`src/rtl/hzu_scoreboard.sv`:
```
// Multithreaded RAW hazard unit: in-flight window of recent producers per thread,
// I-TLB/I-cache qualification, per-thread flush. Optional macro HZU_BYPASS_EN.
module hzu_scoreboard #(
    parameter int unsigned N_THREADS = 4,
    parameter int unsigned REG_W     = 5,
    parameter int unsigned DEPTH     = 8,
    parameter int unsigned BYP_AGE   = 3,
    parameter int unsigned CNT_W     = 16,
    localparam int unsigned TID_W    = (N_THREADS > 1) ? $clog2(N_THREADS) : 1
) (
    input  logic             clk,
    input  logic             rst,
    input  logic             in_valid,
    input  logic [TID_W-1:0] in_thread,
    input  logic [REG_W-1:0] in_src1,
    input  logic [REG_W-1:0] in_src2,
    input  logic             in_has_src2,
    input  logic [REG_W-1:0] in_dst,
    input  logic             in_has_dst,
    input  logic             itlb_miss,
    input  logic             icache_miss,
    input  logic             flush_valid,
    input  logic [TID_W-1:0] flush_thread,
    output logic             isvalid,
    output logic             hazard,
    output logic [CNT_W-1:0] hazard_cnt
);

`ifdef HZU_BYPASS_EN
    // Producers aged BYP_AGE or older are covered by forwarding.
    localparam int unsigned ChkAges = BYP_AGE - 1;
`else
    localparam int unsigned ChkAges = DEPTH;
`endif

    logic             hist_valid_q   [DEPTH];
    logic [TID_W-1:0] hist_thread_q  [DEPTH];
    logic [REG_W-1:0] hist_dst_q     [DEPTH];
    logic             hist_has_dst_q [DEPTH];

    logic             live_valid [DEPTH];
    logic             raw;
    logic             in_flushed;
    logic             in_live;
    logic             issue_d;
    logic             hazard_d;

    logic             isvalid_q;
    logic             hazard_q;
    logic [CNT_W-1:0] cnt_q;

    always_comb begin
        raw = 1'b0;
        for (int k = 0; k < int'(DEPTH); k++) begin
            // Flushed entries are invisible to this cycle's check and to the shift.
            live_valid[k] = hist_valid_q[k] &
                            ~(flush_valid && (hist_thread_q[k] == flush_thread));
            if (k < int'(ChkAges) && live_valid[k] && hist_has_dst_q[k] &&
                (hist_thread_q[k] == in_thread) &&
                ((in_src1 == hist_dst_q[k]) ||
                 (in_has_src2 && (in_src2 == hist_dst_q[k])))) begin
                raw = 1'b1;
            end
        end
        in_flushed = flush_valid && (flush_thread == in_thread);
        in_live    = in_valid & ~in_flushed;
        issue_d    = in_live & ~itlb_miss & ~icache_miss & ~raw;
        hazard_d   = in_live & raw;
    end

    always_ff @(posedge clk) begin
        if (rst) begin
            for (int k = 0; k < int'(DEPTH); k++) begin
                hist_valid_q[k] <= 1'b0;
            end
            isvalid_q <= 1'b0;
            hazard_q  <= 1'b0;
            cnt_q     <= '0;
        end else begin
            hist_valid_q[0] <= issue_d;
            for (int k = 1; k < int'(DEPTH); k++) begin
                hist_valid_q[k] <= live_valid[k-1];
            end
            isvalid_q <= issue_d;
            hazard_q  <= hazard_d;
            if (hazard_d && (cnt_q != {CNT_W{1'b1}})) begin
                cnt_q <= cnt_q + CNT_W'(1);
            end
        end
    end

    // Payload fields need no reset; valid gates every use.
    always_ff @(posedge clk) begin
        hist_thread_q[0]  <= in_thread;
        hist_dst_q[0]     <= in_dst;
        hist_has_dst_q[0] <= in_has_dst;
        for (int k = 1; k < int'(DEPTH); k++) begin
            hist_thread_q[k]  <= hist_thread_q[k-1];
            hist_dst_q[k]     <= hist_dst_q[k-1];
            hist_has_dst_q[k] <= hist_has_dst_q[k-1];
        end
    end

    assign isvalid    = isvalid_q;
    assign hazard     = hazard_q;
    assign hazard_cnt = cnt_q;

endmodule

```
`config.mk`:
```
export PLATFORM = sky130hd
export DESIGN_NAME = hzu_scoreboard
export DESIGN_NICKNAME = d
export VERILOG_FILES = /design/src/rtl/hzu_scoreboard.sv
export SDC_FILE = /design/constraint.sdc
export NUM_CORES = 1
export LEC_CHECK = 0
export ABC_AREA = 1
export CAP_MARGIN = 20
export CORE_AREA = 4 4 102 104
export DETAILED_ROUTE_END_ITERATION = 16
export DIE_AREA = 0 0 106 108
export PLACE_DENSITY = 0.69
export REMOVE_ABC_BUFFERS = 1
export SLEW_MARGIN = 20
export SYNTH_ARGS = -nofsm -noshare
export SYNTH_HDL_FRONTEND = slang
export SYNTH_SLANG_ARGS = --single-unit
```
`constraint.sdc`:
```
create_clock -name clk -period 4.15 [get_ports clk]
set_input_delay 0.415 -clock clk [delete_from_list [all_inputs] [get_ports clk]]
set_output_delay 0.415 -clock clk [all_outputs]
set_load 0.02 [all_outputs]
```
# == Word-level counts from Yosys, hierarchy flattened ==
# Memories as Yosys holds them, arrays and structs flattened.
# Index checks and enable logic that the tools add are counted.
# classes
add_sub_neg,1
eq_ne,34
muxes,19
bitwise,33
n_reduce_logical,50
# ops
operator,count
$eq 5x5->1,16
$logic_and 1x1->1,42
$eq 2x2->1,17
$mux 1,19
$add 16x1->16 const B,1
$ne 16x16->1 const B,1
$and 1x1->1,13
$not 1->1,12
$logic_or 1x1->1,8
$or 1x1->1,8
# totals
regBits,18
mem_bits_rw,72
input_bits,27
output_inout_bits,18
word_cells,144
n_memories,4
# memory_table
name,depth,width,rd,rd_clocked_by_memory_dff,write_ports,line,text
hist_dst_q,8,5,8,0,8,38,logic [REG_W-1:0] hist_dst_q [DEPTH];
hist_thread_q,8,2,8,0,8,37,logic [TID_W-1:0] hist_thread_q [DEPTH];
hist_has_dst_q,8,1,8,0,8,39,logic hist_has_dst_q [DEPTH];
hist_valid_q,8,1,8,0,8,36,logic hist_valid_q [DEPTH];

# == Depth between registers and ports, before layout ==
# Gate-level depths: netlist (run 1).
# depth
depth_word,18
depth_mapped,16
ltp_nobuf,14

# == Worst setup path before layout (run 1) ==
# No wires, ideal clock.
# synth_path
kind,reg-to-reg
startpoint,register cnt_q[0] (netlist: hazard_cnt[0])
endpoint,register cnt_q[15] (netlist: hazard_cnt[15])
setup_ns,0.110
arrival_ns,1.636
required_ns,4.040
slack_ns,2.404
path_stages_with_launch,11
path_buffers,0
synth_period_minus_slack_ns,1.746
cell_sequence,dfxtp_1 -> ha_1 -> nand3_1 -> nor2_1 -> nand4_2 -> nand4_1 -> nor3_1 -> nand3_1 -> nand2_1 -> inv_1 -> nor2_1
# synth_via
elab_chain_cells,2
elab_cells_between_ends,3
classes_between,add/sub: 1; eq/ne: 1; reduce/logical: 1
# synth_lines
element,line,text
start: declaration,50,logic [CNT_W-1:0] cnt_q;
start signal: assignment,87,cnt_q <= cnt_q + CNT_W'(1);
"parallel branches: the longest is 2 deep, another holds $add 16x1->16",n/a,
# Several ways; the timed one is not identified.
# A chain may end at the register's enable or synchronous reset.

# == Worst setup path in the final report (run 1) ==
# layout_path
startpoint,input port in_thread[1]
endpoint,register cnt_q[2] (netlist: hazard_cnt[2])
# layout_via
elab_chain_cells,13
elab_cells_between_ends,38
classes_between,eq/ne: 9; mux: 8; bitwise: 3; reduce/logical: 18
# layout_lines
element,line,text
start: declaration,14,"input logic [TID_W-1:0] in_thread,"
$eq 2x2->1,59,(hist_thread_q[k] == in_thread) &&
$logic_and 1x1->1,58,if (k < int'(ChkAges) && live_valid[k] && hist_has_dst_q[k] &&
$logic_and 1x1->1,59,
$mux 1 (8 in series),58,
$and 1x1->1 *,68,hazard_d = in_live & raw;
$logic_and 1x1->1 *,86,if (hazard_d && (cnt_q != {CNT_W{1'b1}})) begin
# Every way passes the cells marked *; elsewhere a longest branch is shown, timed or not.

==> out/qor.txt, run 1 <==
Max_cap viols: 0
WL/cell: 12.62 um
Leak: 2.714 nW
Worst Hold Class: register to register
Critical Path AT: 2.82 ns
Worst path cell trace: clkdlybuf4s50_1, inv_1, a21oi_1, nand4_1, nor2_1, nand2_1, nand2_1, nor2_2, nand2_4, nand3_1, nand2_1, inv_1, nor2_1
Tcrit/Tclk final: 60.95%
Post-CTS setup buffers: 0
CTS clk-pin slew, worst paths: 0.09 ns
Gate Count Post-Synth: 742
# rows: 36
Fillers: 970
Number of synthesized flops with an enable pin: 0
Mapped Avg Cell Area: 6.281 um^2
Finish-stage setup viols: 0
RSZ-0062 raised after global routing: false
Final nets: 803
Clk_lat worst skew: 0.36 ns
Cell variety after synth: 30
DRC: 0
Finished Core Util: 55.73%
Routed wire length: 11520 um
Fin worst setup slack: 1.620 ns
Placed Instances: 897
Vias: 4416
F_max: 0.3953 GHz
Critical path data required time: 4.44 ns
Power Density: 331.1 mW/mm^2
Rel. slew slack: 57.66%
Die height: 108 um
Initial Util: 48.81%
Status: completed
Port bufs: 44
Synth-to-layout area growth: 14.17%
CTS root buf: clkbuf_8
Via/cell ratio: 4.837
Syn. warnings: 0
CP Max Fanout: 32
Synth Register Bits: 89
First-pass GRT wire length: 19240 um
Die Width: 106 um
Tot GR Track Use: 20.90%
Die area: 0.01145 mm^2
H-tree depth: 3
Diode count: 0
Clk sink count: 89
Synth area leaders: dfxtp_1 (38%), nand2_1 (25%), inv_1 (8.2%), nor2_1 (6.9%), nand4_1 (3.5%)
DPL Wire Length: 8558 um
Inserted Clock Buffers: 9
Most common cell on crit path: nand2_1
Peak supply drop: 0.1657 mV
Clock skew: 0.01589 ns
Most frequent cell after synthesis: nand2_1
Top FF cell, synth: dfxtp_1
DRT iter0 DRCs: 322
Pre-CTS setup slack: 1.211 ns
Initial antenna violation count: 0
Setup TNS: 0 ns
CP Class: primary input to register
Slew Limit Fails: 0
Io pins: 45
CP max stage delay: 0.87 ns
Post-Layout Cell Count: 913
Pre-antenna DRT Iters: 5
Crit path max-delay cell type: clkdlybuf4s50_1
FF-to-FF setup slack: 2.21 ns
Post-CTS Resized: 0
Asr flop ratio synth: 0%
CTS Hold Bufs: 0
Hold Vio Cnt, Final: 0
Gr ovfl total: 0
Synth top cells by count: nand2_1 (308), inv_1 (102), dfxtp_1 (89)
RePlAce Congestion: 0.9688
Seq/Total Area, Yosys: 38.23%
Core Area: 0.009549 mm^2
Area leader, netlist: dfxtp_1
CTS tree: built
Top cell type's share of synthesized area: 38.23%
Pin count of the biggest net entering global routing: 33
Antenna Nets Post-Route: 0
Vias in the first global route: 4114
Worst setup SP type: primary input
Worst-margin pin slew: 0.6331 ns
Crit path time final: 2.530 ns
Crit end category: register
Max clock buf depth: 2
Cell area after synthesis: 0.004661 mm^2
Share of cells above drive strength 1: 6.026%
[logic make-up after synthesis]
kind of cell / after synthesis / share of synthesized area [%]
flops: 89 / 38.23
simple gates: 470 / 42.04
compound gates: 28 / 3.356
buf+inv: 138 / 13.10
xor+xnor: 16 / 3.007
fa+ha+maj: 1 / 0.2684
[sequential cells by signal, summed over array words and instances, names as in the netlist]
signal          cells
hist_dst_q         40
hazard_cnt         16
hist_thread_q      16
hist_has_dst_q      8
hist_valid_q        8
hazard              1
[stage by stage]
stage | cell area, um^2 | hold WS, ns | power (mW)
after floorplan | 4484 | 0.3248 | 1.060
after global placement | 5105 | 0.3359 | 1.151
after detailed placement | 5105 | 0.3389 | 1.154
after CTS | 5321 | 0.3564 | 1.773
after global routing | 5321 | 0.3545 | 1.844
final | 5321 | 0.3555 | 1.762
[cell usage in the layout (no fill, tap or decap), types with 2 or more instances in the layout]
cell / synthesis / final
inv_2: 11 / 11
xnor2_1: 15 / 15
o21ai_2: 3 / 3
clkdlybuf4s50_1: 0 / 44
nor2_1: 86 / 86
clkbuf_8: 0 / 10
nand2_1: 308 / 308
nor2_2: 2 / 2
nand3_2: 10 / 10
dfxtp_1: 89 / 89
clkinv_4: 0 / 2
nand3_1: 31 / 31
nor3_1: 4 / 4
clkinvlp_4: 0 / 2
inv_1: 102 / 102
nand4_1: 26 / 26
o21ai_1: 8 / 8
o21ai_0: 9 / 9
a21oi_1: 5 / 5
[path summary, 6_finish.rpt]
check | to | startpoint | depth (start not counted)
min reg2reg | hist_has_dst_q[3] | hist_has_dst_q[2] | 0
min | hist_has_dst_q[3] | hist_has_dst_q[2] | 0
max reg2reg | hazard_cnt[13] | hazard_cnt[0] | 10
max | hazard_cnt[2] | in_thread[1] | 13
[power by group]
part / switching (mW) / leakage [nW] / internal [mW]
combinational: 0.136 / 1.87 / 0.0825
sequential: 0.0317 / 0.741 / 0.888
clock: 0.322 / 0.101 / 0.302
[worst max-delay path: cells and delay by family]
family | cells | cell delay [ns]
AOI/OAI and AO/OA | 1 | 0.15
buffers and inverters | 3 | 1.05
and+or+nand+nor | 9 | 1.20
[layout make-up]
class	count	area, um^2	area share (%)
well taps	133	166.4	3.127
flip-flops and latches	89	1782	33.48
repair buffers	45	447.9	8.418
inverters	115	434.2	8.159
clock buffers	10	137.6	2.586
clock inverters	6	78.83	1.481
multi-input cells	515	2275	42.75
[layer usage]
metal  GRT usage [%]  up-vias  share of wire, %
met4           8.788        0               3.2
li1                -     2304                 -
met5               0        -                 0
met1           28.60     1946                47
met3           4.119       32               5.7
met2           32.38      134                44
Note: power is estimated with default switching activity, not from simulation.
==> run 2, diff against run 1 <==
--- a/config.mk
+++ b/config.mk
@@ -10,7 +10,7 @@
 export CORE_AREA = 4 4 102 104
 export DETAILED_ROUTE_END_ITERATION = 16
 export DIE_AREA = 0 0 106 108
-export PLACE_DENSITY = 0.69
+export PLACE_DENSITY = 0.72
 export REMOVE_ABC_BUFFERS = 1
 export SLEW_MARGIN = 20
 export SYNTH_ARGS = -nofsm -noshare
==> constraint.sdc (replaced) <==
create_clock -name clk -period 2.2 [get_ports clk]
set_input_delay 0.22 -clock clk [delete_from_list [all_inputs] [get_ports clk]]
set_output_delay 0.22 -clock clk [all_outputs]
set_load 0.02 [all_outputs]
==> run 2 against run 1 <==
Against the previous run: global-route usage shrank 0.90 points; worst setup slack worse by 1.3 ns; clock skew is essentially flat; routed wire length decreased by 3.8%; register-to-register slack lost 1.9 ns; clock-buffer cell count is the same; flip-flop and latch count unchanged; final area increased by 4.3%; total power rose by 82%; cell count grew 3.3%; via count grew 1.9%; non-clock buffer count is 30 higher.
==> out/qor.txt, run 2 (synthesized netlist as in run 1, its figures left out) <==
Hold worst-path end: hist_has_dst_q[0]
Clk sink count: 89
Power Density: 576.3 mW/mm^2
Worst Hold Class: primary input to register
Int Power: 2.285 mW
Initial Util: 48.81%
Post-CTS setup buffers: 0
Leading cell type in the layout, fill and taps excluded: nand2_1
Crit end category: register
CTS Hold Bufs: 0
Tcrit/Tclk final: 87.17%
Clock Power Share: 32.0%
Diode count: 0
Max FFs per register: 40
WL/cell: 11.75 um
FF-to-FF setup slack: 0.28 ns
Vias: 4500
F_max: 0.5215 GHz
Tot GR Track Use: 20.00%
RSZ-0062 raised after global routing: false
CP Max Fanout: 6
Rel. slew slack: 65.30%
Max clock buf depth: 2
Combinational power share: 13.9%
Peak supply drop: 0.2670 mV
Dpl cell area: 0.005355 mm^2
Worst setup SP type: register
Max_cap viols: 0
CTS tree: built
Pin count of the biggest net entering global routing: 33
Net Sw Frac: 28.56%
Finish-stage setup viols: 0
CP Class: register to register
H-tree depth: 3
Sequential group share of total power: 54.1%
Routed wire length: 11080 um
Crit path time final: 1.918 ns
Fin area: 0.005549 mm^2
DRT iter0 DRCs: 224
Status: completed
Core Area: 0.009549 mm^2
Finished Core Util: 58.11%
First-pass GRT wire length: 18510 um
Share of cells above drive strength 1: 9.506%
DPL Wire Length: 8444 um
Critical path data required time: 2.50 ns
Gr ovfl total: 0
Vias in the first global route: 4092
Synth-to-layout area growth: 19.06%
Die Width: 106 um
DRC: 0
Most frequent cells in the layout: nand2_1 (308), inv_1 (102), dfxtp_1 (89)
Port bufs: 44
Leak: 2.851 nW
Hold path depth: 1
Sw Pwr: 0.9135 mW
Io pins: 45
Pre-antenna DRT Iters: 5
Worst r2r path cells: 11
Die height: 108 um
Slew Limit Fails: 0
HP Start: in_has_dst
Final nets: 833
Clk_lat worst skew: 0.35 ns
CTS clk-pin slew, worst paths: 0.10 ns
R2r endpoint: hazard_cnt[14]
Hold Vio Cnt, Final: 0
# rows: 36
Inserted Clock Buffers: 9
CTS root buf: clkbuf_8
Critical Path AT: 2.22 ns
Top reg by flops: hist_dst_q
Die area: 0.01145 mm^2
RePlAce Congestion: 0.9194
Via/cell ratio: 4.772
Clock skew: 0.01546 ns
Antenna Nets Post-Route: 0
Fillers: 956
R2R Path Start: hazard_cnt[0]
Worst-margin pin slew: 0.5199 ns
Initial antenna violation count: 0
run 2: cell count changes in the layout (fill, tap and decap cells not counted), sizes merged:
cell,change
buf,+30
bufinv,-1
clkinv,-2
clkinvlp,+1
inv,+2
run 2: per-layer routing:
metal  GRT usage (%)  wire [um]
met1           27.21       5378
met2           32.74       5171
met3           3.224        421
met4           6.290        109
met5               0          0
run 2: worst max-delay path by stage:
stage | from | endpoint | slack (ns) | cells after the start
after detailed placement | in_src2[2] | hazard | 0.002 | 14
final | hazard_cnt[0] | hazard_cnt[14] | 0.28 | 11
after floorplan | in_thread[0] | hazard_cnt[0] | -0.33 | 8
after global routing | hazard_cnt[0] | hazard_cnt[14] | 0.03 | 11
after CTS | hazard_cnt[0] | hazard_cnt[14] | 0.25 | 11
after global placement | in_src2[2] | hazard | -0.01 | 14
run 2: power groups by stage:
stage               Sequential (mW)  Clock, mW  Combinational, mW
floorplan                      1.75          0              0.247
global placement               1.77          0              0.436
CTS                            1.73       1.05              0.444
finish                         1.73       1.02              0.445
global route                   1.74       1.12              0.501
detailed placement             1.77          0              0.442
run 2: per-stage QoR:
step	TNS, ns	power [mW]	setup slack [ns]	std cells	hold slack, ns
final	0	3.198	0.2823	943	0.2968
after global routing	0	3.365	0.03147	943	0.2771
after CTS	0	3.224	0.2466	943	0.2787
after detailed placement	0	2.209	0.001913	927	0.3387
after global placement	-0.01831	2.201	-0.01417	927	0.3352
after floorplan	-3.204	2.000	-0.3289	719	0.2477
run 2: critical path, cell delays in order (launching register included):
cell	delay [ns]
dfxtp_1	0.44
ha_1	0.25
nand3_1	0.09
nor2_1	0.27
nand2_1	0.12
clkinv_1	0.06
nand2_1	0.07
nor4_2	0.24
nand3_1	0.13
nand2_1	0.07
inv_1	0.03
nor2_1	0.08
run 2: area by class of cell:
cell class / instances / area (um^2) / share of cell area, %
clock inverter: 6 / 51.30 / 0.9245
clock buffer: 10 / 127.6 / 2.300
multi-input combinational: 515 / 2290 / 41.26
timing repair buffer: 75 / 698.2 / 12.58
tap: 133 / 166.4 / 2.999
sequential: 89 / 1782 / 32.11
inverter: 115 / 434.2 / 7.824
run 2: timing repair:
action / CTS / global route
endpoints found under the hold margin: 0 / 0
resized for setup: 0 / 2
endpoints found under the setup margin: 0 / 3
==> run 3, diff against run 2 <==
--- a/config.mk
+++ b/config.mk
@@ -7,9 +7,9 @@
 export LEC_CHECK = 0
 export ABC_AREA = 1
 export CAP_MARGIN = 20
-export CORE_AREA = 4 4 102 104
+export CORE_AREA = 2 2 100 102
 export DETAILED_ROUTE_END_ITERATION = 16
-export DIE_AREA = 0 0 106 108
+export DIE_AREA = 0 0 102 104
 export PLACE_DENSITY = 0.72
 export REMOVE_ABC_BUFFERS = 1
 export SLEW_MARGIN = 20
==> run 3 against run 2 <==
Against the previous run: hold slack worse by 0.0090 ns; utilization down 0.26 points; highest routed layer unchanged; largest power group unchanged; cell count fell by 0.74%; critical path type is now primary input to register.
==> out/qor.txt, run 3 (synthesized netlist as in run 1, its figures left out) <==
Final nets: 826
Post-Layout Cell Count: 936
Die height: 104 um
Finished Core Util: 57.85%
F_max: 0.5074 GHz
H-tree depth: 3
Crit path time final: 1.971 ns
Synth-to-layout area growth: 18.52%
Top reg by flops: hist_dst_q
Clk_lat worst skew: 0.37 ns
Finish-stage setup viols: 0
Post-CTS setup buffers: 0
Peak supply drop: 0.2833 mV
Worst-margin pin slew: 0.5294 ns
Max clock buf depth: 2
RePlAce Congestion: 0.9239
Hold Vio Cnt, Final: 0
Max FFs per register: 40
WL/cell: 12.25 um
Pre-CTS setup slack: -0.1531 ns
HP Start: in_dst[3]
Vias in the first global route: 4306
Inserted Clock Buffers: 9
Placed Instances: 920
Antenna Nets Post-Route: 0
Fin worst setup slack: 0.2290 ns
Clock skew: 0.007942 ns
RSZ-0062 raised after global routing: false
Fillers: 962
Power Density: 604.0 mW/mm^2
Port bufs: 44
Rel. slew slack: 64.67%
Routed wire length: 11470 um
Tot GR Track Use: 23.05%
R2R Path Start: hazard_cnt[0]
Die area: 0.01061 mm^2
Clk sink count: 89
Gr ovfl total: 0
Worst Hold Class: primary input to register
FF-to-FF setup slack: 0.25 ns
CP Class: primary input to register
Pre-antenna DRT Iters: 6
Critical Path AT: 2.28 ns
Initial Util: 48.81%
Leak: 2.839 nW
Diode count: 0
Most common cell on crit path: nand2_1
Slew Limit Fails: 0
CTS tree: built
Levels on crit path: 16
Status: completed
# rows: 36
Io pins: 45
CTS root buf: clkbuf_8
Leading cell type in the layout, fill and taps excluded: nand2_1
Crit end category: register
Crit path max-delay cell type: clkdlybuf4s50_1
Worst setup startpoint: in_src2[4]
CTS clk-pin slew, worst paths: 0.09 ns
Hold path depth: 1
Most frequent cells in the layout: nand2_1 (308), inv_1 (102), dfxtp_1 (89)
CP max stage delay: 0.69 ns
Tcrit/Tclk final: 89.59%
Core Area: 0.009549 mm^2
CP Max Fanout: 16
First-pass GRT wire length: 19520 um
Critical path data required time: 2.51 ns
Cell family with most CP delay: buffers and inverters
Worst path cell trace: clkdlybuf4s50_1, inv_2, nand2_1, nand2_1, nor2_1, nand3_1, nand2_1, nand2_1, nand2_1, nor2_2, nand2_4, buf_12, nand3_1, nand2_1, inv_1, nor2_1
Worst setup SP type: primary input
DRC: 0
Share of cells above drive strength 1: 8.593%
DPL Wire Length: 8773 um
Pin count of the biggest net entering global routing: 33
Worst r2r path cells: 11
Initial antenna violation count: 0
Vias: 4482
Crit path buf inv count: 4
Via/cell ratio: 4.788
Max_cap viols: 0
DRT iter0 DRCs: 161
Die Width: 102 um
[run 3: changes by cell type in the layout (fill, tap and decap cells not counted)]
cell / change
buf_12: +1
buf_4: -8
bufinv_16: +1
clkinv_4: -1
clkinvlp_4: -2
inv_6: +3
inv_8: -1
nor4_1: +1
nor4_2: -1
[run 3: per-stage QoR]
step	TNS, ns	power, mW	area [um^2]	hold slack [ns]
floorplan	-3.204	2.000	4484	0.2477
global placement	-0.5565	2.200	5315	0.3372
detailed placement	-1.491	2.209	5315	0.3382
CTS	0	3.364	5515	0.2679
global route	0	3.505	5524	0.2764
finish	0	3.337	5524	0.2878
[run 3: worst paths after layout]
| check | end |
|---|---|
| setup / recovery | hazard_cnt[15] |
| hold / removal | hist_dst_q[0][3] |
| setup reg to reg | hazard_cnt[14] |
| hold reg to reg | hist_has_dst_q[6] |
[run 3: per-layer routing]
| metal | vias to the layer above | share of wire (%) | GRT usage, % |
|---|---|---|---|
| met2 | 108 | 46 | 35.29 |
| met3 | 19 | 4.1 | 3.024 |
| met1 | 2009 | 48 | 32.26 |
| met4 | 0 | 2.0 | 10.00 |
| met5 | - | 0 | 0 |
| li1 | 2346 | - | - |
[run 3: what timing repair did]
item	4_1_cts	5_1_grt
gates resized for setup	0	1
endpoints found under the setup margin	0	3
hold buffers	0	0
[run 3: area by class of cell]
cell class	instances	area [um^2]	area share [%]
repair buffers	68	658.1	11.91
clock inverters	6	72.57	1.314
clock buffers	10	127.6	2.310
well taps	133	166.4	3.012
multi-input cells	515	2283	41.34
inverters	115	434.2	7.860
flip-flops and latches	89	1782	32.25
[run 3: power breakdown]
| group | switching [mW] | internal, mW |
|---|---|---|
| registers | 0.0576 | 1.67 |
| logic | 0.262 | 0.182 |
| clock network | 0.618 | 0.542 |
